==> src/rtl/swacc_mr_mpt_query.sv <==
// MPT read-back engine: CEU query -> ICM address lookup -> MPT cache get -> two-beat CEU response.
// Outputs are registered copies of the next-state decode, so each one tracks the current state only.
module swacc_mr_mpt_query #(
    parameter int unsigned HEAD_W = 128,
    parameter int unsigned DATA_W = 256,
    parameter int unsigned IDX_W  = 19,
    parameter int unsigned ICM_W  = 64,
    parameter int unsigned PHY_W  = 64,
    parameter int unsigned TAG_W  = 6,
    parameter int unsigned CNT_W  = 8
) (
    input  logic                                 clk,
    input  logic                                 rst,
    input  logic                                 cmd_valid,
    output logic                                 cmd_ready,
    input  logic [HEAD_W-1:0]                    cmd_head,
    output logic                                 icm_lookup_valid,
    input  logic                                 icm_lookup_ready,
    output logic [IDX_W-1:0]                     icm_lookup_head,
    input  logic                                 icm_rsp_valid,
    output logic                                 icm_rsp_ready,
    input  logic [ICM_W-1:0]                     icm_rsp_icm_addr,
    input  logic [PHY_W-1:0]                     icm_rsp_phy_addr,
    output logic                                 cache_get_req_valid,
    input  logic                                 cache_get_req_ready,
    output logic [TAG_W+2*CNT_W+PHY_W+ICM_W-1:0] cache_get_req_head,
    input  logic                                 cache_get_rsp_valid,
    output logic                                 cache_get_rsp_ready,
    input  logic [2*DATA_W-1:0]                  cache_get_rsp_data,
    output logic                                 rsp_valid,
    input  logic                                 rsp_ready,
    output logic [HEAD_W-1:0]                    rsp_head,
    output logic [DATA_W-1:0]                    rsp_data,
    output logic                                 rsp_last,
    output logic                                 err_opcode
);

    localparam int unsigned ENTRY_W = 2 * DATA_W;
    localparam int unsigned CHEAD_W = TAG_W + 2 * CNT_W + PHY_W + ICM_W;
    localparam logic [3:0]  RD_MPT_QUERY = 4'h1;

    typedef enum logic [2:0] {
        IDLE,
        ADDR_REQ,
        ADDR_RSP,
        CACHE_GET,
        CACHE_RSP,
        BEAT0,
        BEAT1
    } state_t;

    state_t               state_q, state_d;
    logic [HEAD_W-1:0]    head_q, head_d;
    logic [ICM_W-1:0]     icm_q, icm_d;
    logic [PHY_W-1:0]     phy_q, phy_d;
    logic [ENTRY_W-1:0]   entry_q, entry_d;

    logic                 cmd_ready_d;
    logic                 icm_lookup_valid_d;
    logic [IDX_W-1:0]     icm_lookup_head_d;
    logic                 icm_rsp_ready_d;
    logic                 cache_get_req_valid_d;
    logic [CHEAD_W-1:0]   cache_get_req_head_d;
    logic                 cache_get_rsp_ready_d;
    logic                 rsp_valid_d;
    logic [HEAD_W-1:0]    rsp_head_d;
    logic [DATA_W-1:0]    rsp_data_d;
    logic                 rsp_last_d;
    logic                 err_opcode_d;

    // Next state, capture registers, and output decode of the next state
    always_comb begin
        state_d      = state_q;
        head_d       = head_q;
        icm_d        = icm_q;
        phy_d        = phy_q;
        entry_d      = entry_q;
        err_opcode_d = 1'b0;

        case (state_q)
            IDLE: begin
                head_d  = '0;
                icm_d   = '0;
                phy_d   = '0;
                entry_d = '0;
                if (cmd_valid) begin
                    if (cmd_head[123:120] == RD_MPT_QUERY) begin
                        head_d  = cmd_head;
                        state_d = ADDR_REQ;
                    end else begin
                        err_opcode_d = 1'b1;
                    end
                end
            end
            ADDR_REQ:  if (icm_lookup_ready) state_d = ADDR_RSP;
            ADDR_RSP: begin
                if (icm_rsp_valid) begin
                    icm_d   = icm_rsp_icm_addr;
                    phy_d   = icm_rsp_phy_addr;
                    state_d = CACHE_GET;
                end
            end
            CACHE_GET: if (cache_get_req_ready) state_d = CACHE_RSP;
            CACHE_RSP: begin
                if (cache_get_rsp_valid) begin
                    entry_d = cache_get_rsp_data;
                    state_d = BEAT0;
                end
            end
            BEAT0:     if (rsp_ready) state_d = BEAT1;
            BEAT1:     if (rsp_ready) state_d = IDLE;
            default:   state_d = IDLE;
        endcase

        cmd_ready_d           = (state_d == IDLE);
        icm_lookup_valid_d    = (state_d == ADDR_REQ);
        icm_lookup_head_d     = '0;
        icm_rsp_ready_d       = (state_d == ADDR_RSP);
        cache_get_req_valid_d = (state_d == CACHE_GET);
        cache_get_req_head_d  = '0;
        cache_get_rsp_ready_d = (state_d == CACHE_RSP);
        rsp_valid_d           = (state_d == BEAT0) || (state_d == BEAT1);
        rsp_head_d            = '0;
        rsp_data_d            = '0;
        rsp_last_d            = (state_d == BEAT1);

        if (state_d == ADDR_REQ)
            icm_lookup_head_d = head_d[64 +: IDX_W];
        // Single-entry get: tag 0, count_max 1, count_index 0
        if (state_d == CACHE_GET)
            cache_get_req_head_d = {TAG_W'(0), CNT_W'(1), CNT_W'(0), phy_d, icm_d};
        if (rsp_valid_d)
            rsp_head_d = head_d;
        if (state_d == BEAT0)
            rsp_data_d = entry_d[DATA_W-1:0];
        else if (state_d == BEAT1)
            rsp_data_d = entry_d[ENTRY_W-1:DATA_W];
    end

    // State, captured fields and registered outputs
    always_ff @(posedge clk or posedge rst) begin
        if (rst) begin
            state_q             <= IDLE;
            head_q              <= '0;
            icm_q               <= '0;
            phy_q               <= '0;
            entry_q             <= '0;
            cmd_ready           <= 1'b1;
            icm_lookup_valid    <= 1'b0;
            icm_lookup_head     <= '0;
            icm_rsp_ready       <= 1'b0;
            cache_get_req_valid <= 1'b0;
            cache_get_req_head  <= '0;
            cache_get_rsp_ready <= 1'b0;
            rsp_valid           <= 1'b0;
            rsp_head            <= '0;
            rsp_data            <= '0;
            rsp_last            <= 1'b0;
            err_opcode          <= 1'b0;
        end else begin
            state_q             <= state_d;
            head_q              <= head_d;
            icm_q               <= icm_d;
            phy_q               <= phy_d;
            entry_q             <= entry_d;
            cmd_ready           <= cmd_ready_d;
            icm_lookup_valid    <= icm_lookup_valid_d;
            icm_lookup_head     <= icm_lookup_head_d;
            icm_rsp_ready       <= icm_rsp_ready_d;
            cache_get_req_valid <= cache_get_req_valid_d;
            cache_get_req_head  <= cache_get_req_head_d;
            cache_get_rsp_ready <= cache_get_rsp_ready_d;
            rsp_valid           <= rsp_valid_d;
            rsp_head            <= rsp_head_d;
            rsp_data            <= rsp_data_d;
            rsp_last            <= rsp_last_d;
            err_opcode          <= err_opcode_d;
        end
    end

endmodule

==> config.mk <==
export PLATFORM = sky130hd
export DESIGN_NAME = swacc_mr_mpt_query
export DESIGN_NICKNAME = d
export VERILOG_FILES = /design/src/rtl/swacc_mr_mpt_query.sv
export SDC_FILE = /design/constraint.sdc
export NUM_CORES = 2
export LEC_CHECK = 0
export CAP_MARGIN = 40
export CELL_PAD_IN_SITES_DETAIL_PLACEMENT = 0
export CELL_PAD_IN_SITES_GLOBAL_PLACEMENT = 1
export CORE_AREA = 2 2 523 525
export DETAILED_ROUTE_END_ITERATION = 7
export DIE_AREA = 0 0 525 527
export PLACE_DENSITY = 0.51
export SYNTH_ARGS = -nofsm -noshare
export SYNTH_HDL_FRONTEND = slang
export SYNTH_SLANG_ARGS = --single-unit
export TNS_END_PERCENT = 10
==> constraint.sdc <==
create_clock -name clk -period 97.1 [get_ports clk]
set_input_delay 19.42 -clock clk [delete_from_list [all_inputs] [get_ports clk]]
set_output_delay 19.42 -clock clk [all_outputs]
set_load 0.01 [all_outputs]
==> impl_metrics.env <==
export IMPL_post_cts_resize_count=0
export IMPL_final_period_utilization=0.240
export IMPL_syn2layout_area_growth_pct=41.1
export IMPL_finish_cell_count_without_fillers=9883
export IMPL_vias=43700
export IMPL_holdCritPathClass="reg -> reg"
export IMPL_report_final_setup_viol=0
export IMPL_maxCapViolCount=0
export IMPL_postCtsSetupBuffers=0
export IMPL_syn_area_mm2=0.0544
export IMPL_floorplan_io_pins=1337
export IMPL_timing_critical_path_arrival_ns=24.24
export IMPL_cellPowerDensity_mw_per_mm2=26.0
export IMPL_overflow=0
export IMPL_core_area_mm2=0.272
export IMPL_die_area_mm2=0.277
export IMPL_post_synth_top_count_cell="dfrtp_1"
export IMPL_max_clock_buf_depth=4
export IMPL_netlist_top_cells_count="1309 x dfrtp_1, 895 x a22o_1, 620 x nand2_1"
export IMPL_avgViaCountPerCell=4.42
export IMPL_h_tree_depth=4
export IMPL_grt_setup_unrepaired="no"
export IMPL_post_layout_net_count=6896
export IMPL_power_ir_vdd_worst_mv=0.0247
export IMPL_initial_antenna_violation_count=143
export IMPL_status="finished, final reports clean"
export IMPL_cts_root_buffer_cell="clkbuf_16"
export IMPL_grt_start_max_net_pins=234
export IMPL_netlist_instances=5014
export IMPL_wl_per_cell_um=25.7
export IMPL_synth_sequential_area_ratio=0.602
export IMPL_synth_top_cell_area_share=0.602
export IMPL_worst_setup_hold_path_clk_slew_ns=0.06
export IMPL_critPathMaxStageDelay_ns=0.72
export IMPL_clock_tree_sinks=1310
export IMPL_dp_hpwl_mm=182
export IMPL_timing_setup_tns_ns=0
export IMPL_drt_iter0_markers=2945
export IMPL_final_core_utilization=0.283
export IMPL_worstPathMaxFanout=141
export IMPL_worst_path_most_repeated_cell="buf_4"
export IMPL_fmax_ghz=0.0429
export IMPL_crit_required_ns=98.04
export IMPL_count_of_antenna_violating_nets_left_after_detailed_routing=0
export IMPL_timing_worst_slew_pin_value_ns=1.12
export IMPL_worstPathCellList="clkdlybuf4s50_1, inv_8, buf_4, buf_16, buf_4, buf_4, buf_12, buf_4, buf_16"
export IMPL_start_util=0.200
export IMPL_async_flop_share=1.00
export IMPL_vias_in_the_first_global_route=44000
export IMPL_clock_network_latency_to_the_later_pin_of_the_worst_skew_pair_ns=0.83
export IMPL_die_height_um=527
export IMPL_die_x_um=525
export IMPL_total_grt_usage=0.178
export IMPL_crit_path_top_delay_cell="buf_4"
export IMPL_num_rows=192
export IMPL_final_layout_size_suffix_gt1_frac=0.0604
export IMPL_drcViolationCount=0
export IMPL_place_inst=9539
export IMPL_yosys_top_cells_area="dfrtp_1 60%, a22o_1 14%, o22ai_1 5.9%"
export IMPL_portBuffers=1315
export IMPL_globalplace_congestion=0.841
export IMPL_timing_setup_critical_path_class="in -> async"
export IMPL_power_leakage_nw=33.1
export IMPL_detailed_route_wire_length_mm=254
export IMPL_cts_hold_buf=0
export IMPL_syn_area_per_cell_um2=10.9
export IMPL_drt_pre_antenna_iters=5
export IMPL_clock_buffer_count_from_cts=168
export IMPL_fin_crit_ns=23.29
export IMPL_final_hold_viol_count=0
export IMPL_postSynthRegisterBits=1310
export IMPL_finalMaxSlewViolations=0
export IMPL_worstSetupEndpointType="async pin"
export IMPL_synth_warn=0
export IMPL_synthDistinctLibCells=40
export IMPL_synth_ff_type="dfrtp_1"
export IMPL_clock_tree_from_tritoncts="yes"
export IMPL_post_synth_edffs=0
export IMPL_wire_length_of_the_first_global_routing_pass_mm=356
export IMPL_synth_largest_area_cell="dfrtp_1"
export IMPL_worst_slew_margin_rel=0.252
export IMPL_fin_skew_ns=0.0801
export IMPL_setup_worst_path_start_class="primary input"
## cells in the final DEF, fill, tap and decap left out, drive strengths merged, types with 3 or more instances in the layout
master / netlist / routed
o22ai: 512 / 512
a22o: 895 / 895
o21ai: 108 / 108
clkdlybuf4s50: 0 / 1313
a22oi: 19 / 19
and2: 241 / 241
buf: 245 / 91
clkinvlp: 0 / 4
diode: 0 / 52
dfrtp: 1309 / 1309
conb: 1 / 21
clkinv: 0 / 27
bufinv: 0 / 11
nand2: 620 / 620
nor2: 46 / 46
inv: 535 / 539
a31oi: 106 / 106
clkbuf: 243 / 246
a21o: 3 / 3
nor2b: 107 / 107
## power by group
part	internal (mW)	switching, mW	total (mW)	leakage, nW
Combinational	0.243	0.367	0.610	12.3
Sequential	0.682	0.0668	0.748	18.0
Clock	0.387	0.253	0.640	2.78
Total	1.31	0.687	2.00	33.1
## kinds of logic after synthesis
logic type      share of synthesized area
mux                              0.000391
flops                               0.602
simple gates                       0.0883
buf+inv                            0.0801
other cells                     0.0000689
compound gates                      0.229
## critical path: cells and delay by family
family                 cells  cell delay (ns)
buffers and inverters      9             4.31
## registers in the layout (all words and copies together), names as in the netlist
register,flops
head_q,128
icm_lookup_valid,1
state_q,3
cache_get_rsp_ready,1
rsp_data,256
entry_q,512
rsp_valid,1
icm_rsp_ready,1
phy_q,64
cmd_ready,1
rsp_head,128
icm_lookup_head,19
err_opcode,1
icm_q,64
cache_get_req_head,129
rsp_last,1
## through the flow
step	hold WS (ns)	power [mW]	setup slack (ns)	instance area [µm²]
floorplan	0.439	1.15	40.76	54500
global placement	0.452	1.35	72.33	70500
detailed placement	0.468	1.37	72.80	71000
CTS	0.481	2.03	73.68	76700
global route	0.488	2.12	73.21	76700
finish	0.478	2.00	73.81	76800
## layer usage
layer  track usage  share of wire  routed length [µm]
met1         0.218           0.41              105000
met3        0.0762          0.097               24700
met4        0.0629          0.036                9090
met2         0.276           0.45              115000
met5             0         0.0023                 578
## final cells by class
class / count / area, µm²
flip-flops and latches: 1310 / 32800
multi-input cells: 2701 / 17400
clock buffers: 246 / 5040
well taps: 3589 / 4490
repair buffers: 1404 / 14300
diodes: 52 / 130
fillers: 28200 / 195000
inverters: 535 / 2020
clock inverters: 46 / 574
## path summary, 6_finish.rpt
check	start	end	slack [ns]	depth (start not counted)
min reg2reg	head_q[123]$_DFF_PP0_	head_q[123]$_DFF_PP0_	0.48	1
max reg2reg	state_q[1]$_DFF_PP0_	rsp_data[88]$_DFF_PP0_	90.97	10
max	rst	cache_get_req_head[66]$_DFF_PP0_	73.81	9
max in group clk	cache_get_rsp_valid	rsp_data[111]$_DFF_PP0_	74.16	8
min	head_q[123]$_DFF_PP0_	head_q[123]$_DFF_PP0_	0.48	1
min in group asynchronous	rst	rsp_head[48]$_DFF_PP0_	19.08	2
No activity file was read; power rests on OpenSTA's default activity.
